File: config.mk
export PLATFORM = sky130hd
export DESIGN_NAME = multicycle_control_fsm_flat
export DESIGN_NICKNAME = d
export VERILOG_FILES = /design/src/rtl/riscv_ctrl_pkg.sv /design/src/rtl/multicycle_control_fsm_if.sv /design/src/rtl/multicycle_control_fsm_alu_decoder.sv /design/src/rtl/multicycle_control_fsm.sv /design/src/flat_wrapper.sv
export SDC_FILE = /design/constraint.sdc
export NUM_CORES = 1
export LEC_CHECK = 0
export ABC_CLOCK_PERIOD_IN_PS = 2020
export BUFFER_PORTS_ARGS = -buffer_cell sky130_fd_sc_hd__buf_2
export CORE_MARGIN = 2
export CORE_UTILIZATION = 41
export CTS_CLUSTER_DIAMETER = 50
export CTS_CLUSTER_SIZE = 24
export DETAILED_ROUTE_END_ITERATION = 10
export PLACE_DENSITY = 0.77
export SKIP_LAST_GASP = 1
export SYNTH_ARGS = -nofsm -noshare
export SYNTH_HDL_FRONTEND = slang
export SYNTH_HIERARCHICAL = 1
export SYNTH_SLANG_ARGS = --single-unit
File: constraint.sdc
create_clock -name clk -period 2.02 [get_ports clk]
set_input_delay 0.404 -clock clk [delete_from_list [all_inputs] [get_ports clk]]
set_output_delay 0.404 -clock clk [all_outputs]
set_load 0.01 [all_outputs]
File: src/rtl/riscv_ctrl_pkg.sv
// Shared encodings for the multicycle RV32I control path: FSM states,
// opcodes, datapath mux selects, ALUOp and ALU control codes.
package riscv_ctrl_pkg;

   typedef enum logic [3:0] {
      S_FETCH    = 4'd0,
      S_DECODE   = 4'd1,
      S_MEMADR   = 4'd2,
      S_MEMREAD  = 4'd3,
      S_MEMWB    = 4'd4,
      S_MEMWRITE = 4'd5,
      S_EXECR    = 4'd6,
      S_ALUWB    = 4'd7,
      S_EXECI    = 4'd8,
      S_JAL      = 4'd9,
      S_BEQ      = 4'd10,
      S_TRAP     = 4'd11
   } state_t;

   localparam logic [6:0] OP_LW  = 7'b0000011;
   localparam logic [6:0] OP_SW  = 7'b0100011;
   localparam logic [6:0] OP_R   = 7'b0110011;
   localparam logic [6:0] OP_I   = 7'b0010011;
   localparam logic [6:0] OP_BEQ = 7'b1100011;
   localparam logic [6:0] OP_JAL = 7'b1101111;

   localparam logic [1:0] ALUOP_ADD   = 2'b00;
   localparam logic [1:0] ALUOP_SUB   = 2'b01;
   localparam logic [1:0] ALUOP_FUNCT = 2'b10;

   localparam logic [1:0] RES_ALUOUT    = 2'b00;
   localparam logic [1:0] RES_DATA      = 2'b01;
   localparam logic [1:0] RES_ALURESULT = 2'b10;

   localparam logic [1:0] SRCA_PC    = 2'b00;
   localparam logic [1:0] SRCA_OLDPC = 2'b01;
   localparam logic [1:0] SRCA_RS1   = 2'b10;

   localparam logic [1:0] SRCB_RS2  = 2'b00;
   localparam logic [1:0] SRCB_IMM  = 2'b01;
   localparam logic [1:0] SRCB_FOUR = 2'b10;

   localparam logic [1:0] IMM_I = 2'b00;
   localparam logic [1:0] IMM_S = 2'b01;
   localparam logic [1:0] IMM_B = 2'b10;
   localparam logic [1:0] IMM_J = 2'b11;

   localparam logic [2:0] ALU_ADD = 3'b000;
   localparam logic [2:0] ALU_SUB = 3'b001;
   localparam logic [2:0] ALU_AND = 3'b010;
   localparam logic [2:0] ALU_OR  = 3'b011;
   localparam logic [2:0] ALU_SLT = 3'b101;

endpackage

File: src/rtl/multicycle_control_fsm_if.sv
// Control bus between the multicycle sequencer (master) and the datapath
// (slave): instruction fields and flags in, mux selects and enables out.
interface multicycle_control_fsm_if #(
   parameter int STATE_W = 4
);
   logic [6:0]         op;
   logic [2:0]         funct3;
   logic               funct7;
   logic               zero;
   logic               PCWrite;
   logic               AdrSrc;
   logic               MemWrite;
   logic               IRWrite;
   logic [1:0]         ResultSrc;
   logic [1:0]         ALUSrcA;
   logic [1:0]         ALUSrcB;
   logic [2:0]         ALUControl;
   logic [1:0]         ImmSrc;
   logic               RegWrite;
   logic [STATE_W-1:0] state;

   modport master (
      input  op, funct3, funct7, zero,
      output PCWrite, AdrSrc, MemWrite, IRWrite, ResultSrc, ALUSrcA,
             ALUSrcB, ALUControl, ImmSrc, RegWrite, state
   );

   modport slave (
      output op, funct3, funct7, zero,
      input  PCWrite, AdrSrc, MemWrite, IRWrite, ResultSrc, ALUSrcA,
             ALUSrcB, ALUControl, ImmSrc, RegWrite, state
   );
endinterface

File: src/rtl/multicycle_control_fsm_alu_decoder.sv
// ALU control decoder shared with the single-cycle core: maps ALUOp plus
// funct3/funct7/op[5] to the ALU operation code.
import riscv_ctrl_pkg::*;

module alu_decoder (
   input  logic [1:0] alu_op,
   input  logic [2:0] funct3,
   input  logic       funct7,
   input  logic       op5,
   output logic [2:0] alu_control
);

   always_comb begin
      alu_control = ALU_ADD;
      case (alu_op)
         ALUOP_ADD: alu_control = ALU_ADD;
         ALUOP_SUB: alu_control = ALU_SUB;
         default: begin
            case (funct3)
               // sub only for R-type with instr[30] set; addi never subtracts
               3'b000:  alu_control = (op5 & funct7) ? ALU_SUB : ALU_ADD;
               3'b010:  alu_control = ALU_SLT;
               3'b110:  alu_control = ALU_OR;
               3'b111:  alu_control = ALU_AND;
               default: alu_control = ALU_ADD;
            endcase
         end
      endcase
   end

endmodule

File: src/rtl/multicycle_control_fsm.sv
// Moore sequencer for the multicycle RV32I datapath. Defining
// CTRL_ILLEGAL_TRAP_EN adds a sticky TRAP state and the illegal_instr port.
import riscv_ctrl_pkg::*;

module multicycle_control_fsm #(
   parameter int STATE_W = 4
) (
   input logic                    clk,
   input logic                    rst,
   multicycle_control_fsm_if.master bus
`ifdef CTRL_ILLEGAL_TRAP_EN
   ,
   output logic                   illegal_instr
`endif
);

   state_t     cur;
   state_t     nxt;
   state_t     out_st;
   logic       pc_update;
   logic       branch;
   logic       ir_write;
   logic       reg_write;
   logic       mem_write;
   logic [1:0] alu_op;

   always_ff @(posedge clk) begin
      if (rst) cur <= S_FETCH;
      else     cur <= nxt;
   end

   always_comb begin
      nxt = S_FETCH;
      case (cur)
         S_FETCH:  nxt = S_DECODE;
         S_DECODE: begin
            case (bus.op)
               OP_LW, OP_SW: nxt = S_MEMADR;
               OP_R:         nxt = S_EXECR;
               OP_I:         nxt = S_EXECI;
               OP_BEQ:       nxt = S_BEQ;
               OP_JAL:       nxt = S_JAL;
`ifdef CTRL_ILLEGAL_TRAP_EN
               default:      nxt = S_TRAP;
`else
               default:      nxt = S_FETCH;
`endif
            endcase
         end
         S_MEMADR:  nxt = bus.op[5] ? S_MEMWRITE : S_MEMREAD;
         S_MEMREAD: nxt = S_MEMWB;
         S_EXECR, S_EXECI, S_JAL: nxt = S_ALUWB;
`ifdef CTRL_ILLEGAL_TRAP_EN
         S_TRAP:    nxt = S_TRAP;
`endif
         default:   nxt = S_FETCH;
      endcase
   end

   // While rst is high the selects show FETCH values; enables are gated below.
   always_comb begin
      out_st        = rst ? S_FETCH : cur;
      pc_update     = 1'b0;
      branch        = 1'b0;
      ir_write      = 1'b0;
      reg_write     = 1'b0;
      mem_write     = 1'b0;
      alu_op        = ALUOP_ADD;
      bus.AdrSrc    = 1'b0;
      bus.ResultSrc = RES_ALUOUT;
      bus.ALUSrcA   = SRCA_PC;
      bus.ALUSrcB   = SRCB_RS2;
      case (out_st)
         S_FETCH: begin
            ir_write      = 1'b1;
            pc_update     = 1'b1;
            bus.ALUSrcB   = SRCB_FOUR;
            bus.ResultSrc = RES_ALURESULT;
         end
         S_DECODE: begin
            bus.ALUSrcA = SRCA_OLDPC;
            bus.ALUSrcB = SRCB_IMM;
         end
         S_MEMADR: begin
            bus.ALUSrcA = SRCA_RS1;
            bus.ALUSrcB = SRCB_IMM;
         end
         S_MEMREAD: bus.AdrSrc = 1'b1;
         S_MEMWB: begin
            bus.ResultSrc = RES_DATA;
            reg_write     = 1'b1;
         end
         S_MEMWRITE: begin
            bus.AdrSrc = 1'b1;
            mem_write  = 1'b1;
         end
         S_EXECR: begin
            bus.ALUSrcA = SRCA_RS1;
            alu_op      = ALUOP_FUNCT;
         end
         S_EXECI: begin
            bus.ALUSrcA = SRCA_RS1;
            bus.ALUSrcB = SRCB_IMM;
            alu_op      = ALUOP_FUNCT;
         end
         S_ALUWB: reg_write = 1'b1;
         S_JAL: begin
            bus.ALUSrcA = SRCA_OLDPC;
            bus.ALUSrcB = SRCB_FOUR;
            pc_update   = 1'b1;
         end
         S_BEQ: begin
            bus.ALUSrcA = SRCA_RS1;
            alu_op      = ALUOP_SUB;
            branch      = 1'b1;
         end
         default: ;
      endcase
   end

   assign bus.PCWrite  = ~rst & (pc_update | (branch & bus.zero));
   assign bus.IRWrite  = ~rst & ir_write;
   assign bus.RegWrite = ~rst & reg_write;
   assign bus.MemWrite = ~rst & mem_write;
   assign bus.state    = STATE_W'(cur);

   always_comb begin
      case (bus.op)
         OP_SW:   bus.ImmSrc = IMM_S;
         OP_BEQ:  bus.ImmSrc = IMM_B;
         OP_JAL:  bus.ImmSrc = IMM_J;
         default: bus.ImmSrc = IMM_I;
      endcase
   end

   alu_decoder u_alu_decoder (
      .alu_op      (alu_op),
      .funct3      (bus.funct3),
      .funct7      (bus.funct7),
      .op5         (bus.op[5]),
      .alu_control (bus.ALUControl)
   );

`ifdef CTRL_ILLEGAL_TRAP_EN
   assign illegal_instr = ~rst & (cur == S_TRAP);
`endif

endmodule

File: src/flat_wrapper.sv
// flat-port wrapper written by rule: the top's interface ports become plain ports
module multicycle_control_fsm_flat 
#(
   parameter int STATE_W = 4
)
  (clk, rst, bus_op, bus_funct3, bus_funct7, bus_zero, bus_PCWrite, bus_AdrSrc, bus_MemWrite, bus_IRWrite, bus_ResultSrc, bus_ALUSrcA, bus_ALUSrcB, bus_ALUControl, bus_ImmSrc, bus_RegWrite, bus_state);
  multicycle_control_fsm_if #(.STATE_W(STATE_W)) bus_i ();
  input logic clk;
  input logic rst;
  input wire logic [$bits(bus_i.op)-1:0] bus_op;
  input wire logic [$bits(bus_i.funct3)-1:0] bus_funct3;
  input wire logic [$bits(bus_i.funct7)-1:0] bus_funct7;
  input wire logic [$bits(bus_i.zero)-1:0] bus_zero;
  output wire logic [$bits(bus_i.PCWrite)-1:0] bus_PCWrite;
  output wire logic [$bits(bus_i.AdrSrc)-1:0] bus_AdrSrc;
  output wire logic [$bits(bus_i.MemWrite)-1:0] bus_MemWrite;
  output wire logic [$bits(bus_i.IRWrite)-1:0] bus_IRWrite;
  output wire logic [$bits(bus_i.ResultSrc)-1:0] bus_ResultSrc;
  output wire logic [$bits(bus_i.ALUSrcA)-1:0] bus_ALUSrcA;
  output wire logic [$bits(bus_i.ALUSrcB)-1:0] bus_ALUSrcB;
  output wire logic [$bits(bus_i.ALUControl)-1:0] bus_ALUControl;
  output wire logic [$bits(bus_i.ImmSrc)-1:0] bus_ImmSrc;
  output wire logic [$bits(bus_i.RegWrite)-1:0] bus_RegWrite;
  output wire logic [$bits(bus_i.state)-1:0] bus_state;
  assign bus_i.op = bus_op;
  assign bus_i.funct3 = bus_funct3;
  assign bus_i.funct7 = bus_funct7;
  assign bus_i.zero = bus_zero;
  assign bus_PCWrite = bus_i.PCWrite;
  assign bus_AdrSrc = bus_i.AdrSrc;
  assign bus_MemWrite = bus_i.MemWrite;
  assign bus_IRWrite = bus_i.IRWrite;
  assign bus_ResultSrc = bus_i.ResultSrc;
  assign bus_ALUSrcA = bus_i.ALUSrcA;
  assign bus_ALUSrcB = bus_i.ALUSrcB;
  assign bus_ALUControl = bus_i.ALUControl;
  assign bus_ImmSrc = bus_i.ImmSrc;
  assign bus_RegWrite = bus_i.RegWrite;
  assign bus_state = bus_i.state;
  multicycle_control_fsm #(.STATE_W(STATE_W)) u_core (.clk(clk), .rst(rst), .bus(bus_i));
endmodule
# --- Word-level counts from Yosys, hierarchy flattened ---
# Cells that the tools add are included.
# W data, S select, Z words.
word_totals:
  in_bits: 14
  regBits: 4
  wordCells: 66
  output_inout_bits: 20
op_classes:
  n_mux: 18
  n_bitwise: 8
  n_reduce_logical: 13
  eq_ne: 26
ops:
  columns: ["cell", "count"]
  rows:
  - ["$pmux W4 S5", 2]
  - ["$eq A4 B3 Y1 const B", 5]
  - ["$eq A4 B4 Y1 const B", 5]
  - ["$eq A4 B2 Y1 const B", 4]
  - ["$pmux W2 S2", 4]
  - ["$eq A7 B6 Y1 const B", 2]
  - ["$eq A7 B7 Y1 const B", 2]
  - ["$pmux W3 S4", 1]
  - ["$reduce_or A2 Y1", 6]
  - ["$eq A4 B1 Y1 const B", 2]
  - ["$logic_not A4 Y1", 2]
  - ["$eq A7 B2 Y1 const B", 1]
  - ["$eq A7 B5 Y1 const B", 1]
  - ["$mux W1", 7]
  - ["$and A1 B1 Y1", 6]
  - ["$eq A3 B3 Y1 const B", 2]
  - ["$pmux W2 S3", 1]
  - ["$pmux W3 S2", 1]
  - ["$reduce_or A3 Y1", 2]
  - ["$mux W4", 1]
  - ["$reduce_or A4 Y1", 1]
  - ["$eq A3 B2 Y1 const B", 1]
  - ["$logic_not A3 Y1", 1]
  - ["$mux W3", 1]
  - ["other kinds (4)", 4]

# --- Depth between registers and ports, before layout ---
depth:
  word_depth: 6
  mapped_depth: 6
  ltp_nobuf: 5

# --- Modules after synthesis ---
# Netlist, hierarchy kept.
modules_own_cells:
  columns: ["module", "n_inst", "area_each_um2", "cells_per_inst", "seq_area_each_um2"]
  rows:
  - ["multicycle_control_fsm", 1, 520.5, 74, 80.1]
  - ["alu_decoder", 1, 42.5, 7, 0.0]

# --- Least setup slack after synthesis ---
# Ideal clock, no wire load.
synth_timing:
  kind: "register to output"
  from: "reg u_core.cur[2], in the netlist u_core/bus.state[2]"
  to: "out bus_ALUControl[0]"
  t_required_ns: 1.616
  stages_incl_launch_ff: 7
  arrival_time_ns: 1.532
  setup_slack_ns: 0.084
  n_path_buf: 1
  path_cell_list: "dfxtp_1 > buf_2 > nor2_1 > nand2_1 > a21oi_1 > nor2b_1 > a221oi_1"
synth_between:
  elab_chain_len: 6
  word_cells_on_any_way: 9
  cone_classes: "eq/ne (4); mux (3); reduce/logical (2)"
synth_lines:
  columns: ["item", "line", "rtl"]
  rows:
  - ["start: declaration", "multicycle_control_fsm.sv:17", "state_t cur;"]
  - ["start signal: assignment", "multicycle_control_fsm.sv:29", "else cur <= nxt;"]
  - ["$mux W4 *", "multicycle_control_fsm.sv:62", "out_st = rst ? S_FETCH : cur;"]
  - ["$eq A4 B3 Y1 / $eq A4 B4 Y1 (equally long branches)", "multicycle_control_fsm.sv:73", "case (out_st)"]
  - ["$reduce_or A2 Y1 (no source line)", null, null]
  - ["$pmux W2 S2 *", "multicycle_control_fsm.sv:73", null]
  - ["net u_core.alu_op[1]", "multicycle_control_fsm.sv:25", "logic [1:0] alu_op;"]
  - ["$eq A2 B1 Y1 / $logic_not A2 Y1 (equally long branches)", "multicycle_control_fsm_alu_decoder.sv:15", "case (alu_op)"]
  - ["$pmux W3 S2 *", "multicycle_control_fsm_alu_decoder.sv:15", null]
  - ["end: declaration", "flat_wrapper.sv:21", "output wire logic [$bits(bus_i.ALUControl)-1:0] bus_ALUControl;"]
# Mark *: on every way through the listed nets, which the timed path passes. The rest lies on a longest branch.

# --- Final worst setup path ---
layout_timing:
  from: "reg u_core.cur[1], in the netlist u_core/bus.state[1]"
  to: "out bus_PCWrite"
layout_between:
  elab_chain_len: 6
  word_cells_on_any_way: 10
  cone_classes: "eq/ne (2); mux (3); bitwise (3); reduce/logical (2)"
layout_lines:
  columns: ["item", "line", "rtl"]
  rows:
  - ["$mux W4 *", "multicycle_control_fsm.sv:62", null]
  - ["$eq A4 B4 Y1 / $logic_not A4 Y1 (equally long branches)", "multicycle_control_fsm.sv:73", null]
  - ["$reduce_or A2 Y1 (no source line) / $mux W1 (equally long branches)", null, null]
  - ["$mux W1 / $and A1 B1 Y1 (equally long branches)", "multicycle_control_fsm.sv:73, multicycle_control_fsm.sv:121", null]
  - ["$or A1 B1 Y1 *", "multicycle_control_fsm.sv:121", "assign bus.PCWrite = ~rst & (pc_update | (branch & bus.zero));"]
  - ["$and A1 B1 Y1 *", "multicycle_control_fsm.sv:121", null]
  - ["end: declaration", "flat_wrapper.sv:14", "output wire logic [$bits(bus_i.PCWrite)-1:0] bus_PCWrite;"]
# Mark *: on every way between the ends. The rest lies on a longest branch, timed or not.

==> impl_metrics.toml <==
[cells_and_area]
final_layout_size_suffix_gt1_frac = 0.444
largest_register_ffs = 4
final_nets = 133
number_of_inserted_diodes = 0
fillCellCount = 122
post-route-util = 0.636
final_cell_area_sq_um = 817
area_growth_pct = 45.1

[setup_path]
crit_path_cell_trace = "buf_6 > nor2_1 > nor3_1 > a2111oi_1 > buf_2"
reg2reg_setup_slack_ns = 0.72
critical-path-max-stage-delay_ns = 0.40
critPathCapture = "bus_PCWrite"
origin_of_the_worst_setup_path = "u_core/bus.state[1]$_SDFF_PP0_"
worst-setup-path-type = "register to primary output"
crit_arrival_ns = 1.54
timing.critical_path.to_type = "primary output"
regToRegStartpoint = "u_core/bus.state[1]$_SDFF_PP0_"
ff2ff_path_depth = 4
timing.critical_path.fanout_max = 13
timing.critical_path.slowest_stage_cell = "a2111oi_1"
cp-start-kind = "register"
r2r_end = "u_core/bus.state[1]$_SDFF_PP0_"
worstSetupPathDepth = 5
critical_path_buf_inv_count = 2
path_delay_family = "compound AO/OA/AOI/OAI gates"
critPathRequiredTime_ns = 1.62

[synth]
post_synth_inst_count = 81
compound_cell_area_share_of_the_yosys_netlist = 0.267
yosys_most_used_dff = "dfxtp_1"
synth_top_family_by_area = "simple AND/OR/NAND/NOR gates"
post_synth_xor_area_fraction = 0.0778
post_synth_num_cell_types = 32
syn-num-nets = 95
ys_ff_latch = 4
async_reset_ff_frac = 0
synth_edf_count = 0
yosysSeqAreaShare = 0.142
synth_fa_ha_area_frac = 0.0178
simple_logic_cell_fraction_of_the_synthesized_area = 0.422
synth_warnings = 6
synthesized_area_divided_by_synthesized_cell_count_sq_um = 6.95
synth.area.mux_share = 0
syn-cell-area_sq_um = 563

[drt]
antenna_violating_nets_left = 0
finalWirelength_microns = 1790
routed_via_density = 5.70
wl_per_cell_microns = 13.5
first_iter_violations = 7
firstDrtPassIters = 4
num_vias = 753
detail_route.drc_violations = 0

[floorplan]
initial_util = 0.438
floorplan.die_area_sq_um = 1690
placement_rows = 13
die_h_microns = 41.1
core_sq_um = 1280
die_width_microns = 41.1
num_io_pins = 34

[placement]
dpl_worst_slack_ns = 0.114
place.detailed.hpwl_microns = 1240
port_buffers = 33
gp_congestion = 0.797
post_dp_cell_area_sq_um = 766

[sta]
final_period_minus_worst_setup_slack_ns = 1.95
slew_headroom = 0.758
fin_ws_ns = 0.0719
timing.final.crit_share = 0.964
clock_skew_ns = 0.00835
final_hold_viol_count = 0
fmax_ghz = 0.513
tightestPinTransition_ns = 0.363
finalSetupViolCount = 0
report.final.slew_viol_count = 0
totalNegativeSetupSlack_ns = 0

[power]
power-per-cell-area_nw_per_um2 = 333
power.sequential.fraction = 0.305
max-vdd-ir-drop_mv = 0.218
share_clk_of_total_power = 0.374
design_internal_power_uw = 188
comb_power_share = 0.321
total_switching_power_uw = 84.2
static-leakage-power_nw = 0.378
totalPowerFinal_uw = 272
p_sw_frac = 0.310

[clocking]
clock-root-buffer = "clkbuf_4"
clock_latency_ns = 0.24
cts.htree.levels = 1
clkTransAtPathRegs_ns = 0.04
cts.hold.buffers_added = 0
cts.sink_count = 4
clockBufferDepth = 2
cts_tree = "built"
cts_inserted_buffers = 3

[grt]
first_global_vias = 577
track_usage = 0.217
grt_first_pass_wirelength_microns = 2340
grt.overflow.total = 0
antenna_found_initial = 0
grt_start_max_net_pins = 14

[status]
run_status = "completed"

[min_path]
hp-class = "primary input to register"
min_from = "rst"

[run]
max_cap_violations = 0
-- layout by cell type (no fill, tap or decap), types with 2 or more instances in the layout --
master    synthesis  layout
buf_6             0       2
o21ai_0           3       3
xnor2_1           2       2
nand2_1           8       7
inv_1             2       2
clkbuf_4          0       3
nand3b_1          3       3
nor2b_1           2       2
buf_4             0       5
o21a_1            3       3
nor2_1            4       3
buf_2             6      33
and4bb_1          2       2
nand2b_1          5       5
xor2_1            3       3
nor3_1           14      14
a221oi_1          2       2
dfxtp_2           0       3
-- what timing repair did --
| item | 4_1_cts | 5_1_grt |
|---|---|---|
| endpoints found under the setup margin | 1 | 3 |
| gates resized for setup | 2 | 8 |
| pin swaps | 0 | 1 |
| setup buffers | 0 | 0 |
| gates cloned | 0 | 0 |
-- synth_stat cells, types with 2 or more instances --
library cell | count | area share
a21oi_1 | 2 | 0.018
a221oi_1 | 2 | 0.031
and4bb_1 | 2 | 0.044
buf_2 | 6 | 0.053
dfxtp_1 | 4 | 0.14
inv_1 | 2 | 0.013
nand2_1 | 8 | 0.053
nand2b_1 | 5 | 0.056
nand3b_1 | 3 | 0.040
nor2_1 | 4 | 0.027
nor2b_1 | 2 | 0.022
nor3_1 | 14 | 0.12
o21a_1 | 3 | 0.040
o21ai_0 | 3 | 0.027
xnor2_1 | 2 | 0.031
xor2_1 | 3 | 0.047
-- worst register-to-register path, delay by kind of cell (launching register included) --
family          cells  cell delay, ns
simple gates        2            0.62
compound gates      1            0.14
flops               1            0.33
buf+inv             1            0.15
-- worst min-delay path by stage --
stage,to,slack [ns],cells after the start
final,u_core/bus.state[2]$_SDFF_PP0_,0.51,3
after global routing,u_core/bus.state[2]$_SDFF_PP0_,0.53,3
after CTS,u_core/bus.state[2]$_SDFF_PP0_,0.51,3
after detailed placement,u_core/bus.state[3]$_SDFF_PP0_,0.70,2
after global placement,u_core/bus.state[0]$_SDFF_PP0_,0.68,4
after floorplan,u_core/bus.state[3]$_SDFF_PP0_,0.59,2
-- power by group through the flow --
stage / clock, mW / combinational [mW] / sequential [mW]
finish: 0.102 / 0.0873 / 0.0828
global route: 0.112 / 0.0966 / 0.0830
CTS: 0.103 / 0.0851 / 0.0827
detailed placement: 0 / 0.0842 / 0.0839
global placement: 0 / 0.0816 / 0.0839
floorplan: 0 / 0.0456 / 0.0857
-- kinds of logic (layout without fill, tap and decap cells) --
logic type	after synthesis	in the layout
AND/OR/NAND/NOR	42	42
AO/OA/AOI/OAI	20	20
buffers and inverters	9	45
XOR/XNOR	5	5
flip-flops	4	4
adder cells (fa/ha/maj)	1	1
-- cell type report --
type,instances,area (sq um),area share
clock buffer,3,22.5,0.0276
inverter,2,7.51,0.00919
multi-input combinational,68,459,0.562
sequential,4,83.8,0.103
tap,15,18.8,0.0230
timing repair buffer,40,225,0.276
-- metal layers --
layer,up-vias,global-route usage,share of wire
met3,4,0.0163,0.081
met2,37,0.391,0.52
met1,337,0.225,0.37
met4,0,0.175,0.022
li1,375,-,-
met5,-,0,0
-- metrics by stage --
| step | hold slack (ns) | std cells |
|---|---|---|
| floorplan | 0.589 | 81 |
| global placement | 0.677 | 129 |
| detailed placement | 0.696 | 129 |
| CTS | 0.508 | 132 |
| global route | 0.526 | 132 |
| finish | 0.514 | 132 |
No activity file was read; power rests on OpenSTA's default activity.
